[src/rtl/game_round_ctl.sv]
// Round timer and score keeper for the car game: counts vsync frames into
// seconds, runs the round countdown and accumulates per-player hit counts.
module game_round_ctl #(
  parameter int unsigned ROUND_SECONDS  = 60,
  parameter int unsigned FRAMES_PER_SEC = 60
) (
  input  logic       pclk,
  input  logic       rst,
  input  logic       vsync_in,
  input  logic       start,
  input  logic       players_sel,
  input  logic       p1_hit,
  input  logic       p2_hit,
  output logic       TimeOut,
  output logic       NoOfPlayers,
  output logic [7:0] Player1Score,
  output logic [7:0] Player2Score,
  output logic [7:0] seconds_left,
  output logic       round_active
);

  typedef enum logic [1:0] {
    S_IDLE      = 2'd0,
    S_RUNNING   = 2'd1,
    S_GAME_OVER = 2'd2
  } state_t;

  localparam logic [7:0] ROUND_LOAD = 8'(ROUND_SECONDS);
  localparam logic [7:0] FRAME_LAST = 8'(FRAMES_PER_SEC - 1);

  state_t     r_state;
  logic       r_vsync_d;
  logic       r_start_d;
  logic       r_p1_d;
  logic       r_p2_d;
  logic [7:0] r_frame_cnt;
  logic [7:0] r_seconds_left;
  logic [7:0] r_p1_score;
  logic [7:0] r_p2_score;
  logic       r_time_out;
  logic       r_num_players;
  logic       r_round_active;

  logic w_vsync_edge;
  logic w_start_edge;
  logic w_p1_edge;
  logic w_p2_edge;
  logic w_frame_wrap;
  logic w_sec_tick;
  logic w_last_second;

  // A held level produces exactly one event: high now, low on the previous cycle.
  assign w_vsync_edge  = vsync_in & ~r_vsync_d;
  assign w_start_edge  = start    & ~r_start_d;
  assign w_p1_edge     = p1_hit   & ~r_p1_d;
  assign w_p2_edge     = p2_hit   & ~r_p2_d;

  assign w_frame_wrap  = (r_frame_cnt == FRAME_LAST);
  assign w_sec_tick    = (r_state == S_RUNNING) && w_vsync_edge && w_frame_wrap;
  assign w_last_second = (r_seconds_left == 8'd1);

  function automatic logic [7:0] sat_inc(input logic [7:0] value);
    return (value == 8'hFF) ? value : value + 8'd1;
  endfunction

  // NOTE: every register below uses non-blocking assignment so all flops sample
  // the same pre-edge values; blocking here would create ordering-dependent races.
  always_ff @(posedge pclk) begin
    if (rst) begin
      r_vsync_d <= 1'b0;
      r_start_d <= 1'b0;
      r_p1_d    <= 1'b0;
      r_p2_d    <= 1'b0;
    end else begin
      r_vsync_d <= vsync_in;
      r_start_d <= start;
      r_p1_d    <= p1_hit;
      r_p2_d    <= p2_hit;
    end
  end

  always_ff @(posedge pclk) begin
    if (rst) begin
      r_state        <= S_IDLE;
      r_frame_cnt    <= 8'd0;
      r_seconds_left <= ROUND_LOAD;
      r_p1_score     <= 8'd0;
      r_p2_score     <= 8'd0;
      r_time_out     <= 1'b0;
      r_num_players  <= 1'b0;
      r_round_active <= 1'b0;
    end else begin
      case (r_state)
        S_IDLE, S_GAME_OVER: begin
          // Hits and vsync are ignored here; only a start edge reloads the round.
          if (w_start_edge) begin
            r_state        <= S_RUNNING;
            r_frame_cnt    <= 8'd0;
            r_seconds_left <= ROUND_LOAD;
            r_p1_score     <= 8'd0;
            r_p2_score     <= 8'd0;
            r_time_out     <= 1'b0;
            r_num_players  <= players_sel;
            r_round_active <= 1'b1;
          end
        end

        S_RUNNING: begin
          if (w_vsync_edge) begin
            r_frame_cnt <= w_frame_wrap ? 8'd0 : r_frame_cnt + 8'd1;
          end

          // Hits on the final tick still count: scoring is independent of the exit.
          if (w_p1_edge) begin
            r_p1_score <= sat_inc(r_p1_score);
          end
          if (w_p2_edge && r_num_players) begin
            r_p2_score <= sat_inc(r_p2_score);
          end

          if (w_sec_tick) begin
            if (w_last_second) begin
              r_state        <= S_GAME_OVER;
              r_seconds_left <= 8'd0;
              r_time_out     <= 1'b1;
              r_round_active <= 1'b0;
            end else begin
              r_seconds_left <= r_seconds_left - 8'd1;
            end
          end
        end

        default: begin
          r_state        <= S_IDLE;
          r_round_active <= 1'b0;
        end
      endcase
    end
  end

  assign TimeOut      = r_time_out;
  assign NoOfPlayers  = r_num_players;
  assign Player1Score = r_p1_score;
  assign Player2Score = r_p2_score;
  assign seconds_left = r_seconds_left;
  assign round_active = r_round_active;

endmodule
[config.mk]
export PLATFORM = sky130hd
export DESIGN_NAME = game_round_ctl
export DESIGN_NICKNAME = d
export VERILOG_FILES = /design/src/rtl/game_round_ctl.sv
export SDC_FILE = /design/constraint.sdc
export NUM_CORES = 1
export LEC_CHECK = 0
export BUFFER_PORTS_ARGS = -buffer_cell sky130_fd_sc_hd__buf_2
export CORE_MARGIN = 3
export CORE_UTILIZATION = 40
export CTS_BUF_LIST = sky130_fd_sc_hd__clkbuf_8
export CTS_CLUSTER_DIAMETER = 150
export DETAILED_ROUTE_END_ITERATION = 8
export GPL_TIMING_DRIVEN = 0
export PLACE_DENSITY_LB_ADDON = 0.1
export SLEW_MARGIN = 10
export SYNTH_ARGS = -nofsm -noshare
export SYNTH_HDL_FRONTEND = slang
export SYNTH_SLANG_ARGS = --single-unit
[constraint.sdc]
create_clock -name pclk -period 5 [get_ports pclk]
set_input_delay 0.25 -clock pclk [delete_from_list [all_inputs] [get_ports pclk]]
set_output_delay 0.25 -clock pclk [all_outputs]
set_load 0.02 [all_outputs]
; After elaboration in Yosys (flattened, before gate mapping)
; Cells that the tools add are included.
[totals]
regBits = 41
inputBits = 7
output_inout_bits = 27
word_cells = 77
[op_classes]
addsub = 4
n_eq_ne = 14
n_mux = 26
n_bitwise = 8
n_reduce_logical = 13
[ops]
columns = operator, n
row1 = two-way mux 8 bit, 10
row2 = one-hot mux 8 bit (2 select lines), 4
row3 = adder 8 x 1 -> 8 bit (second input constant), 3
row4 = == test 8 bit (second input constant), 2
row5 = inequality test 2 bit (second input constant), 7
row6 = AND reduction 4 bit, 3
row7 = AND reduction 3 bit, 3
row8 = == test 8 x 1 -> 1 bit (second input constant), 1
row9 = == test 8 x 6 -> 1 bit (second input constant), 1
row10 = subtractor 8 x 1 -> 8 bit (second input constant), 1
row11 = two-way mux 1 bit, 6
row12 = two-way mux 2 bit, 3
row13 = bitwise AND 1 bit, 4
row14 = inverter 1 bit, 4
row15 = one-hot mux 1 bit (2 select lines), 2
row16 = one-hot mux 2 bit (2 select lines), 1
row17 = logical AND 1 bit, 3
row18 = == test 2 x 1 -> 1 bit (second input constant), 1
row19 = == test 2 bit (second input constant), 1
row20 = logical NOT 2 bit, 1
row21 = inequality test 2 x 1 -> 1 bit (second input constant), 1
row22 = AND reduction 2 bit, 1
row23 = nonzero test 2 bit, 1
row24 = OR reduction 2 bit, 1

; Depth between registers and ports, before layout
[logic_depth]
word_depth = 6
ltp_mapped = 6
depth_no_buf = 5

; Worst setup path after synthesis
; No wires, ideal clock.
[synth_path]
kind = reg2reg
start = register r_frame_cnt[0]
end = register r_seconds_left[7] (netlist: seconds_left[7])
setup_time_ps = 95
arrival_ps = 1753
required_time_ps = 4905
setup_slack_ps = 3152
stages_incl_launch_ff = 6
n_path_buf = 0
synth_period_minus_slack_ps = 1848
path_cell_list = dfxtp_1 > ha_1 > nand4_1 > or4_1 > or4_1 > o311ai_1
[synth_via]
elab_chain_cells = 4
[synth_lines]
columns = element, line_no
row1 = "start, declared", 36  ; logic [7:0] r_frame_cnt;
row2 = "start signal, assigned", 110  ; r_frame_cnt <= w_frame_wrap ? 8'd0 : r_frame_cnt + 8'd1;
row3 = == test 8 x 6 -> 1 bit, 58  ; assign w_frame_wrap = (r_frame_cnt == FRAME_LAST);
row4 = logical AND 1 bit, 59  ; assign w_sec_tick = (r_state == S_RUNNING) && w_vsync_edge && w_frame_wrap;
row5 = inequality test 2 bit (no source line), --
row6 = AND reduction 3 bit (no source line), --
row7 = "end signal, assigned", 128  ; r_seconds_left <= r_seconds_left - 8'd1;
row8 = "end, declared", 37  ; logic [7:0] r_seconds_left;
; No other way between the ends.
; A chain may end at the register's enable or synchronous reset.

; Worst setup path in the final report
; Ends and elaborated chain as after synthesis.

==> summary.txt <==
=================================================================================================
Run status                                                                           finished, final reports clean
End of the critical path                                                             seconds_left[7]
Root buffer cell                                                                         clkbuf_8
Number of placement rows                                                                       25
Total leakage power                                                                   0.000907 uW
Height of the chip                                                                        78.5 um
Master of the slowest instance on the critical path                                         or4_1
First DRT Iteration DRCs                                                                      164
Area post-placement                                                                      2350 um2
HPWL Detailed                                                                             3.83 mm
Count of clock tree sinks                                                                      41
Cell taking the most area after synthesis                                                 dfxtp_1
Number of hold buffers added after CTS                                                          0
Number of diodes added for antenna fixing                                                       0
Count of vias placed by the detailed router                                                  1998
Worst R2R Path Depth                                                                            5
Post-Syn Instances                                                                            243
Ranking of synthesized cells by area                                                 dfxtp_1 39%, nand3_1 6.4%, o211ai_1 3.9%, ha_1 3.0%, a21oi_1 2.9%
Worst-case setup margin in the final layout                                               2.87 ns
Clock share of power                                                                        34.7%
Number of distinct library cell variants in the gate-level netlist after synthesis             50
Fraction of layout cells with a size suffix above 1                                         17.3%
Pre-CTS setup slack                                                                       2.91 ns
Yosys top cell area share                                                                   39.0%
Combinational share of power                                                                11.1%
Filler cells                                                                                  509
CP endpoint kind                                                                         register
Number of synthesized flops with an enable pin                                                  0
Number of antenna violations at the first check in global routing                               0
Antenna-violating nets left                                                                     0
Total number of nets in the final design                                                      295
Total of flip-flops plus latches after synthesis                                               41
Power share of the sequential group                                                         54.2%
Arrival time reported for the critical path endpoint                                      2.32 ns
Min-Delay Path Class                                                                 input port to register
Number of buffers on the longest clock path                                                     2
Category of the worst setup path launch point                                            register
Data required time of the worst path                                                      5.19 ns
Port buffer count                                                                              33
Cell type with the highest occurrence count on the critical path                            or4_1
Net Sw Frac                                                                                 26.1%
First-pass GRT wire length                                                                9.12 mm
Power after layout                                                                         630 uW
VDD IR max                                                                                 124 uV
Unrepaired setup endpoints after global routing                                             false
Via count of the first global-routing pass                                                   1801
Drc violations                                                                                  0
Fraction of the core area covered by cells at the end of the flow                           49.7%
TritonCTS buffer count                                                                          5
Pint                                                                                       466 uW
Per-instance average area after synthesis                                                8.66 um2
Area of all placed cells without fillers                                                 2440 um2
Crit Reg-Reg Endpoint                                                                seconds_left[7]
Warnings from Yosys                                                                             0
Async SR Flop Fraction                                                                         0%
Largest fanout on the critical path                                                             5
Ports                                                                                          34
Post-Synthesis Cell Area                                                                 2100 um2
Fmax                                                                                      470 MHz
WL/cell                                                                                   15.3 um
Global route overflow                                                                           0
Worst skew pair latency                                                                   0.29 ns
Wire length reported by the detailed router                                               5.34 mm
Switching Power                                                                            164 uW
Number of iterations in the first detailed-routing pass                                         4
Setup total negative slack                                                                   0 ns
Syn_nets                                                                                      255
PD cells                                                                               258 nW/um2
Via-to-Cell Ratio                                                                            5.71
CTS clock-pin slew for the worst setup and hold paths                                     0.08 ns
Ratio of final minimum period to clock period                                               42.5%
Overall die area                                                                         6160 um2
Overall track demand over capacity in global routing                                        18.6%
Setup Fix Bufs, Post-CTS                                                                        0
Core ar.                                                                                 4910 um2
CTS tree                                                                                     done
Critical R2R Launch                                                                  r_frame_cnt[0]
Final hold violations                                                                           0
Die X-Extent                                                                              78.5 um
Pin count of the biggest net entering global routing                                           12
Htree depth                                                                                     2
Relative max-transition margin                                                              42.2%
Final weighted congestion in routability-driven placement                                   0.870
Reg2reg setup slack                                                                       2.87 ns
Min cycle time layout                                                                     2.13 ns
Kind of critical path                                                                register to register
Clock Skew                                                                             0.00809 ns
Pin slew with the least headroom to its limit                                            0.865 ns
Max Cap Violations                                                                              0
CTS-repair resized insts                                                                        0
Max-slew violation count                                                                        0
Sequential-to-total area share from yosys stat                                              39.0%
Cell-by-cell trace of the critical path                                              ha_1 -> nand4_1 -> or4_1 -> or4_1 -> o311ai_1
Synthesis-to-layout area growth                                                             15.9%
Slowest stage delay, CP                                                                   0.54 ns
Final setup violation count                                                                     0
Most used flip-flop cell after synthesis                                                  dfxtp_1
Start point of the critical path                                                     r_frame_cnt[0]
Initial Util                                                                                42.8%
=================================================================================================
## flip-flops by register name (all words and copies together), names as in the netlist
signal        count
NoOfPlayers       1
Player1Score      8
Player2Score      8
TimeOut           1
r_frame_cnt       8
r_p1_d            1
r_p2_d            1
r_start_d         1
r_state           2
r_vsync_d         1
round_active      1
seconds_left      8
## synthesized netlist by cell type, drive strengths merged (2+ instances only)
library cell	instances
a31oi	6
o31ai	6
nand4	7
and3	3
inv	7
or3	6
o2111ai	3
a21o	5
buf	3
nor2b	4
and4	2
or4	8
dfxtp	41
nor3	4
nand3	27
nor2	16
clkbuf	9
nand4b	3
a21oi	12
nand2	13
a311oi	3
or2	2
o211ai	11
ha	5
nor3b	2
nand3b	2
nor4	2
a221o	3
o311ai	2
xor2	6
o21ai	7
## placed cells by master (no fill, tap or decap), drive strengths merged, types with 3 or more instances in the layout
cell,netlist,layout
o2111ai,3,3
ha,5,5
buf,3,36
inv,7,8
nand4b,3,3
a21oi,12,12
a31oi,6,6
dfxtp,41,41
nand3,27,27
nor2,16,16
or4,8,8
o21ai,7,7
a21o,5,5
a311oi,3,3
nand4,7,7
or3,6,6
and3,3,3
nor3,4,4
nand2,13,13
a221o,3,3
o31ai,6,6
xor2,6,6
clkbuf,9,15
nor2b,4,4
o211ai,11,11
## worst min path at each step
stage	from	cells past startpoint	end	slack, ns
detailed placement	TimeOut	2	TimeOut	0.45
CTS	p2_hit	2	r_p2_d	0.18
finish	p2_hit	2	r_p2_d	0.18
floorplan	p1_hit	1	r_p1_d	0.38
global placement	TimeOut	2	TimeOut	0.45
global route	players_sel	3	NoOfPlayers	0.19
## area by class of cell
cell class | instances | area (um2) | area share, %
buffer | 12 | 68.8 | 2.82
clock buffer | 6 | 82.6 | 3.39
clock inverter | 1 | 3.75 | 0.154
inverter | 7 | 26.3 | 1.08
multi-input combinational | 183 | 1190 | 48.7
sequential | 41 | 821 | 33.7
tap | 67 | 83.8 | 3.44
timing repair buffer | 33 | 165 | 6.77
## cells by family (layout without fill, tap and decap cells)
group	count (synthesis)	count (layout)	synth area share (%)
XOR/XNOR	7	7	2.91
adder cells (fa/ha/maj)	5	5	2.97
flip-flops	41	41	39.0
multiplexers	1	1	0.476
buffers and inverters	19	59	4.52
AO/OA/AOI/OAI	63	63	21.0
AND/OR/NAND/NOR	107	107	29.1
## power groups by stage
stage | clock (uW) | combinational, uW | sequential, uW
2_1_floorplan | 0 | 44.2 | 351
3_3_place_gp | 0 | 70.2 | 349
3_5_place_dp | 0 | 69.7 | 349
4_1_cts | 227 | 70.1 | 341
5_1_grt | 245 | 78.0 | 342
6_report | 218 | 70.0 | 341
## routing by layer
layer	routed length, um	up-vias	track usage (%)
met4	86	0	6.29
met1	2790	931	27.4
met3	185	9	3.56
met5	0	-	0
li1	-	1016	-
met2	2280	42	26.8
## metrics by stage
step | hold slack [ns] | instances
finish | 0.179 | 350
detailed placement | 0.447 | 343
global placement | 0.446 | 343
CTS | 0.176 | 350
floorplan | 0.378 | 243
global route | 0.186 | 350
## critical path: cells and delay by family (launching register included)
kind	cells	cell delay, ns
adder cells (fa/ha/maj)	1	0.25
flip-flops	1	0.43
AND/OR/NAND/NOR	3	1.26
AO/OA/AOI/OAI	1	0.09
Power figures use the tool's default switching activity.
